File: config.mk
export PLATFORM = sky130hd
export DESIGN_NAME = up_count
export DESIGN_NICKNAME = d
export VERILOG_FILES = /design/src/rtl/count_pkg.sv /design/src/rtl/up_count_prescale.sv /design/src/rtl/up_count.sv
export SDC_FILE = /design/constraint.sdc
export NUM_CORES = 1
export LEC_CHECK = 0
export ABC_AREA = 1
export BUFFER_PORTS_ARGS = -buffer_cell sky130_fd_sc_hd__buf_4
export CORE_AREA = 2 2 39 41
export DETAILED_ROUTE_END_ITERATION = 8
export DIE_AREA = 0 0 41 43
export PLACE_DENSITY = 0.38
export SLEW_MARGIN = 20
export SYNTH_ARGS = -nofsm -noshare
export SYNTH_HDL_FRONTEND = slang
export SYNTH_SLANG_ARGS = --single-unit
File: constraint.sdc
create_clock -name clk -period 1.2 [get_ports clk]
set_input_delay 0.24 -clock clk [delete_from_list [all_inputs] [get_ports clk]]
set_output_delay 0.24 -clock clk [all_outputs]
set_load 0.01 [all_outputs]
File: src/rtl/count_pkg.sv
// Shared definitions for the up/down counter family.
// Holds the counting-mode constants and a width helper so every counter
// derives its register widths the same way.
package count_pkg;

    // Behaviour of a counter that steps while sitting at its terminal value.
    localparam int CNT_WRAP = 0;
    localparam int CNT_SAT  = 1;

    // Number of bits needed to hold any value in 0..maxVal (never less than 1).
    function automatic int cnt_bits(input int unsigned maxVal);
        return (maxVal < 2) ? 1 : $clog2(maxVal + 1);
    endfunction

endpackage

File: src/rtl/up_count_prescale.sv
// Enable prescaler for up_count.
// Passes one step through for every PRESCALE enabled cycles.
// The phase holds while en is low and returns to zero on clr or reset.
module up_count_prescale
    import count_pkg::*;
#(
    parameter int PRESCALE = 4
) (
    input  logic clk,
    input  logic rst,
    input  logic clr,
    input  logic en,
    output logic step
);

    localparam int            PW   = cnt_bits(PRESCALE - 1);
    localparam logic [PW-1:0] LAST = PW'(PRESCALE - 1);

    logic [PW-1:0] presc_q;
    logic [PW-1:0] presc_d;

    // Advance the phase on enabled cycles and restart it after the last phase.
    always_comb begin
        presc_d = presc_q;
        if (clr) begin
            presc_d = '0;
        end else if (en) begin
            presc_d = (presc_q == LAST) ? '0 : presc_q + PW'(1);
        end
    end

    // Phase register, asynchronously cleared by the active-low reset.
    always_ff @(posedge clk or negedge rst) begin
        if (!rst) begin
            presc_q <= '0;
        end else begin
            presc_q <= presc_d;
        end
    end

    assign step = en && (presc_q == LAST);

endmodule

File: src/rtl/up_count.sv
// Modulo-(MAX+1) up counter with enable, synchronous clear/load,
// one-cycle terminal-count pulse and a sticky overflow flag.
// Define UP_COUNT_PRESCALE_EN to divide the enable by PRESCALE; otherwise
// every enabled cycle steps and PRESCALE is ignored.
module up_count
    import count_pkg::*;
#(
    parameter int WIDTH    = 2,
    parameter int MAX      = 2**WIDTH - 1,
    parameter int SATURATE = CNT_WRAP,
    parameter int PRESCALE = 4
) (
    input  logic             clk,
    input  logic             rst,
    input  logic             en,
    input  logic             clr,
    input  logic             load,
    input  logic [WIDTH-1:0] load_val,
    output logic [WIDTH-1:0] no,
    output logic             tc,
    output logic             ovf
);

    localparam logic [WIDTH-1:0] MAX_V = WIDTH'(MAX);

    logic             step;
    logic [WIDTH-1:0] count_q;
    logic [WIDTH-1:0] count_d;
    logic             tc_q;
    logic             tc_d;
    logic             ovf_q;
    logic             ovf_d;

`ifdef UP_COUNT_PRESCALE_EN
    // The prescaler only sees cycles that would really step, so a load
    // leaves its phase untouched and clr restarts it.
    up_count_prescale #(
        .PRESCALE (PRESCALE)
    ) u_prescale (
        .clk  (clk),
        .rst  (rst),
        .clr  (clr),
        .en   (en & ~load & ~clr),
        .step (step)
    );
`else
    assign step = en;

    // Without the prescaler PRESCALE has no effect; this block only keeps
    // the parameter referenced in that build.
    if (PRESCALE < 2) begin : g_prescaleUnused
    end
`endif

    // Next count and flags: clr beats load, load beats a step, else hold.
    always_comb begin
        count_d = count_q;
        tc_d    = 1'b0;
        ovf_d   = ovf_q;
        if (clr) begin
            count_d = '0;
            ovf_d   = 1'b0;
        end else if (load) begin
            if (load_val <= MAX_V) begin
                count_d = load_val;
            end else begin
                count_d = MAX_V;
                ovf_d   = 1'b1;
            end
        end else if (step) begin
            if (count_q == MAX_V) begin
                tc_d = 1'b1;
                if (SATURATE == CNT_SAT) begin
                    ovf_d = 1'b1;
                end else begin
                    count_d = '0;
                end
            end else begin
                count_d = count_q + WIDTH'(1);
            end
        end
    end

    // Count and flag registers, all cleared by the asynchronous reset.
    always_ff @(posedge clk or negedge rst) begin
        if (!rst) begin
            count_q <= '0;
            tc_q    <= 1'b0;
            ovf_q   <= 1'b0;
        end else begin
            count_q <= count_d;
            tc_q    <= tc_d;
            ovf_q   <= ovf_d;
        end
    end

    assign no  = count_q;
    assign tc  = tc_q;
    assign ovf = ovf_q;

endmodule

==> flow_summary.json <==
{
  "status": "finished clean",
  "drc_errors": 0,
  "critPathRequiredTime_ns": 1.32,
  "pwr-share-seq_pct": 39.6,
  "clockRootBuffer": "clkbuf_4",
  "cp_num_cells": 5,
  "final_nets": 51,
  "tightest_slew_ns": 0.135,
  "r2r_setup_slack_ns": 0.17,
  "die_y_um": 43,
  "avgRoutedWirePerCell_um": 7.68,
  "crit_end": "no[1]$_DFFE_PN0P_",
  "numPortBuffers": 10,
  "drt_wl_total_um": 438,
  "post-route-util_pct": 24.1,
  "syn_nets": 35,
  "finalClockSkew_ns": 0.00260,
  "cts_buffers": 3,
  "synth_cells": 27,
  "die_w_um": 41,
  "clk_latency_ns": 0.23,
  "dp_slack_ns": 0.174,
  "pwr-share-comb_pct": 16.4,
  "clockBufferDepth": 2,
  "antenna_found_initial": 0,
  "groute.usage.overall_pct": 6.52,
  "yosys.area.top_type": "dfrtp_1",
  "cp_max_fo": 4,
  "post_cts_buffers": 0,
  "fin_ws_ns": 0.171,
  "yosys_warnings": 0,
  "holdWs_ns": 0.174,
  "hold_violations": 0,
  "grt_max_degree": 5,
  "internal_power_mw": 0.286,
  "vias": 195,
  "rsz0062_at_grt": "false",
  "yosys.area_share.simple_pct": 35.4,
  "ys_seq_elements": 4,
  "grt_busiest_layer": "met1",
  "synthTopCellsByArea": "dfrtp_1 (49%), nand2_1 (24%), ha_1 (6.1%), nor2_1 (5.5%), o21a_1 (3.7%)",
  "use_met1_pct": 8.33,
  "path_buf_inv": 0,
  "critPathKind": "reg2reg",
  "grt_pass1_wl_um": 731,
  "setup_viol": 0,
  "num_io_pins": 11,
  "overflow": 0,
  "finalPower_mw": 0.370,
  "max_freq_mhz": 972,
  "ys_seq_area_share_pct": 48.8,
  "power_leakage_nw": 0.186,
  "initial_core_util_pct": 14.8,
  "grtUsageMet3_pct": 1.57,
  "p_sw_mw": 0.0848,
  "power_frac_clock_pct": 44.0,
  "slowest_delay_ns": 0.40,
  "timing.final.max_slew_violations": 0,
  "layout.cells.non_filler": 57,
  "antenna_left": 0,
  "first_pass_iters": 2,
  "rows": 14,
  "cp_common_cell": "nand2_1",
  "cp_cell_sequence": "ha_1 -> nand2_1 -> nand2_1 -> nand2_1 -> nand2_1",
  "cts_tree": "yes",
  "ir_worst_vdd_mv": 0.225,
  "cts_resized": 0,
  "core_um2": 1380,
  "max_cap_viol_count": 0,
  "ys_types": 10,
  "synth-compound-area-share_pct": 3.66,
  "crit_family": "flip-flops",
  "die_area_um2": 1760,
  "clock_sinks": 4,
  "drive_above_1_share_pct": 41.5,
  "synthMuxAreaShare_pct": 0,
  "fin_crit_ns": 1.03,
  "cp-end-kind": "flop",
  "p_per_area_nw_per_um2": 1110,
  "synth_top_family_by_area": "simple AND/OR/NAND/NOR gates",
  "r2r_start": "no[0]$_DFFE_PN0P_",
  "crit_slowest_cell": "dfrtp_1",
  "crit_start": "no[0]$_DFFE_PN0P_",
  "synthXorXnorAreaFrac_pct": 0,
  "finalCritPeriodShare_pct": 85.7,
  "clkTransAtPathRegs_ns": 0.04,
  "rr_worst_depth": 5,
  "area_growth_syn_to_layout_pct": 62.2,
  "netlist.area_leader.share_pct": 48.8,
  "hp-class": "in2reg",
  "htree_levels": 1,
  "gp_congestion": 0.733,
  "diodes": 0,
  "placed_area_um2": 300,
  "worst_r2r_endpoint": "no[1]$_DFFE_PN0P_",
  "postSynthAreaPerCell_um2": 7.60,
  "swShare_pct": 22.9,
  "routed_via_density": 3.42,
  "postLayoutCellArea_um2": 333,
  "use_met2_pct": 7.50,
  "slew_headroom_pct": 91.0,
  "cp.arrival_ns": 1.15,
  "finalSetupTns_ns": 0,
  "synthAdderAreaFrac_pct": 6.10,
  "syn-cell-area_um2": 205,
  "crit_path_start_kind": "flop",
  "grt_pass1_vias": 195,
  "drtIter0Drc": 1,
  "place_inst": 53
}
layout by cell type (no fill, tap or decap), drive strengths merged:
cell	synthesis	routed
dlygate4sd3	0	1
o21a	1	1
nand2	14	14
dfrtp	4	4
buf	0	10
nor2	4	4
clkbuf	0	3
ha	1	1
clkinv	1	1
inv	2	2
synth_stat cells:
cell type	number
nand2_1	13
dfrtp_1	4
nor2_1	3
clkinv_2	1
ha_1	1
inv_1	1
inv_2	1
nand2_2	1
nor2_2	1
o21a_1	1
area by class of cell:
cell class	count	area, um^2
clock buffers	3	22.5
fillers	157	1050
inverters	3	12.5
multi-input cells	20	92.6
flip-flops and latches	4	100
well taps	16	20.0
repair buffers	11	85.1
power by group through the flow:
stage               logic (mW)  registers, mW  clock network, mW
detailed placement      0.0594          0.149                  0
finish                  0.0609          0.147              0.163
global placement        0.0600          0.149                  0
floorplan               0.0233          0.150                  0
CTS                     0.0622          0.147              0.176
global route            0.0712          0.148              0.177
sequential cells by signal (all words and copies together) (netlist names):
name  count
no        2
ovf       1
tc        1
metal layers:
| layer | vias to the layer above | wire length, um |
|---|---|---|
| met5 | - | 0 |
| met4 | 0 | 0 |
| met3 | 0 | 69 |
| met2 | 11 | 169 |
| met1 | 76 | 199 |
| li1 | 108 | - |
repair_timing:
action                                 CTS  global route
setup endpoints to repair                0             0
endpoints found under the hold margin    4             0
hold buffers                             1             0
worst min-delay path by stage:
stage                     startpoint                end  slack (ns)  depth (start not counted)
final                            clr    ovf$_DFFE_PN0P_        0.17                          2
after global routing             clr    ovf$_DFFE_PN0P_        0.18                          2
after CTS                        clr    ovf$_DFFE_PN0P_        0.17                          2
after detailed placement         rst       tc$_DFF_PN0_        0.04                          1
after global placement           rst       tc$_DFF_PN0_        0.04                          1
after floorplan                  rst  no[0]$_DFFE_PN0P_       -0.06                          0
cell families after synthesis:
kind of cell,Yosys count
AO/OA/AOI/OAI,1
adder cells (fa/ha/maj),1
buffers and inverters,3
flip-flops,4
AND/OR/NAND/NOR,18
(Power assumes the default switching activity.)
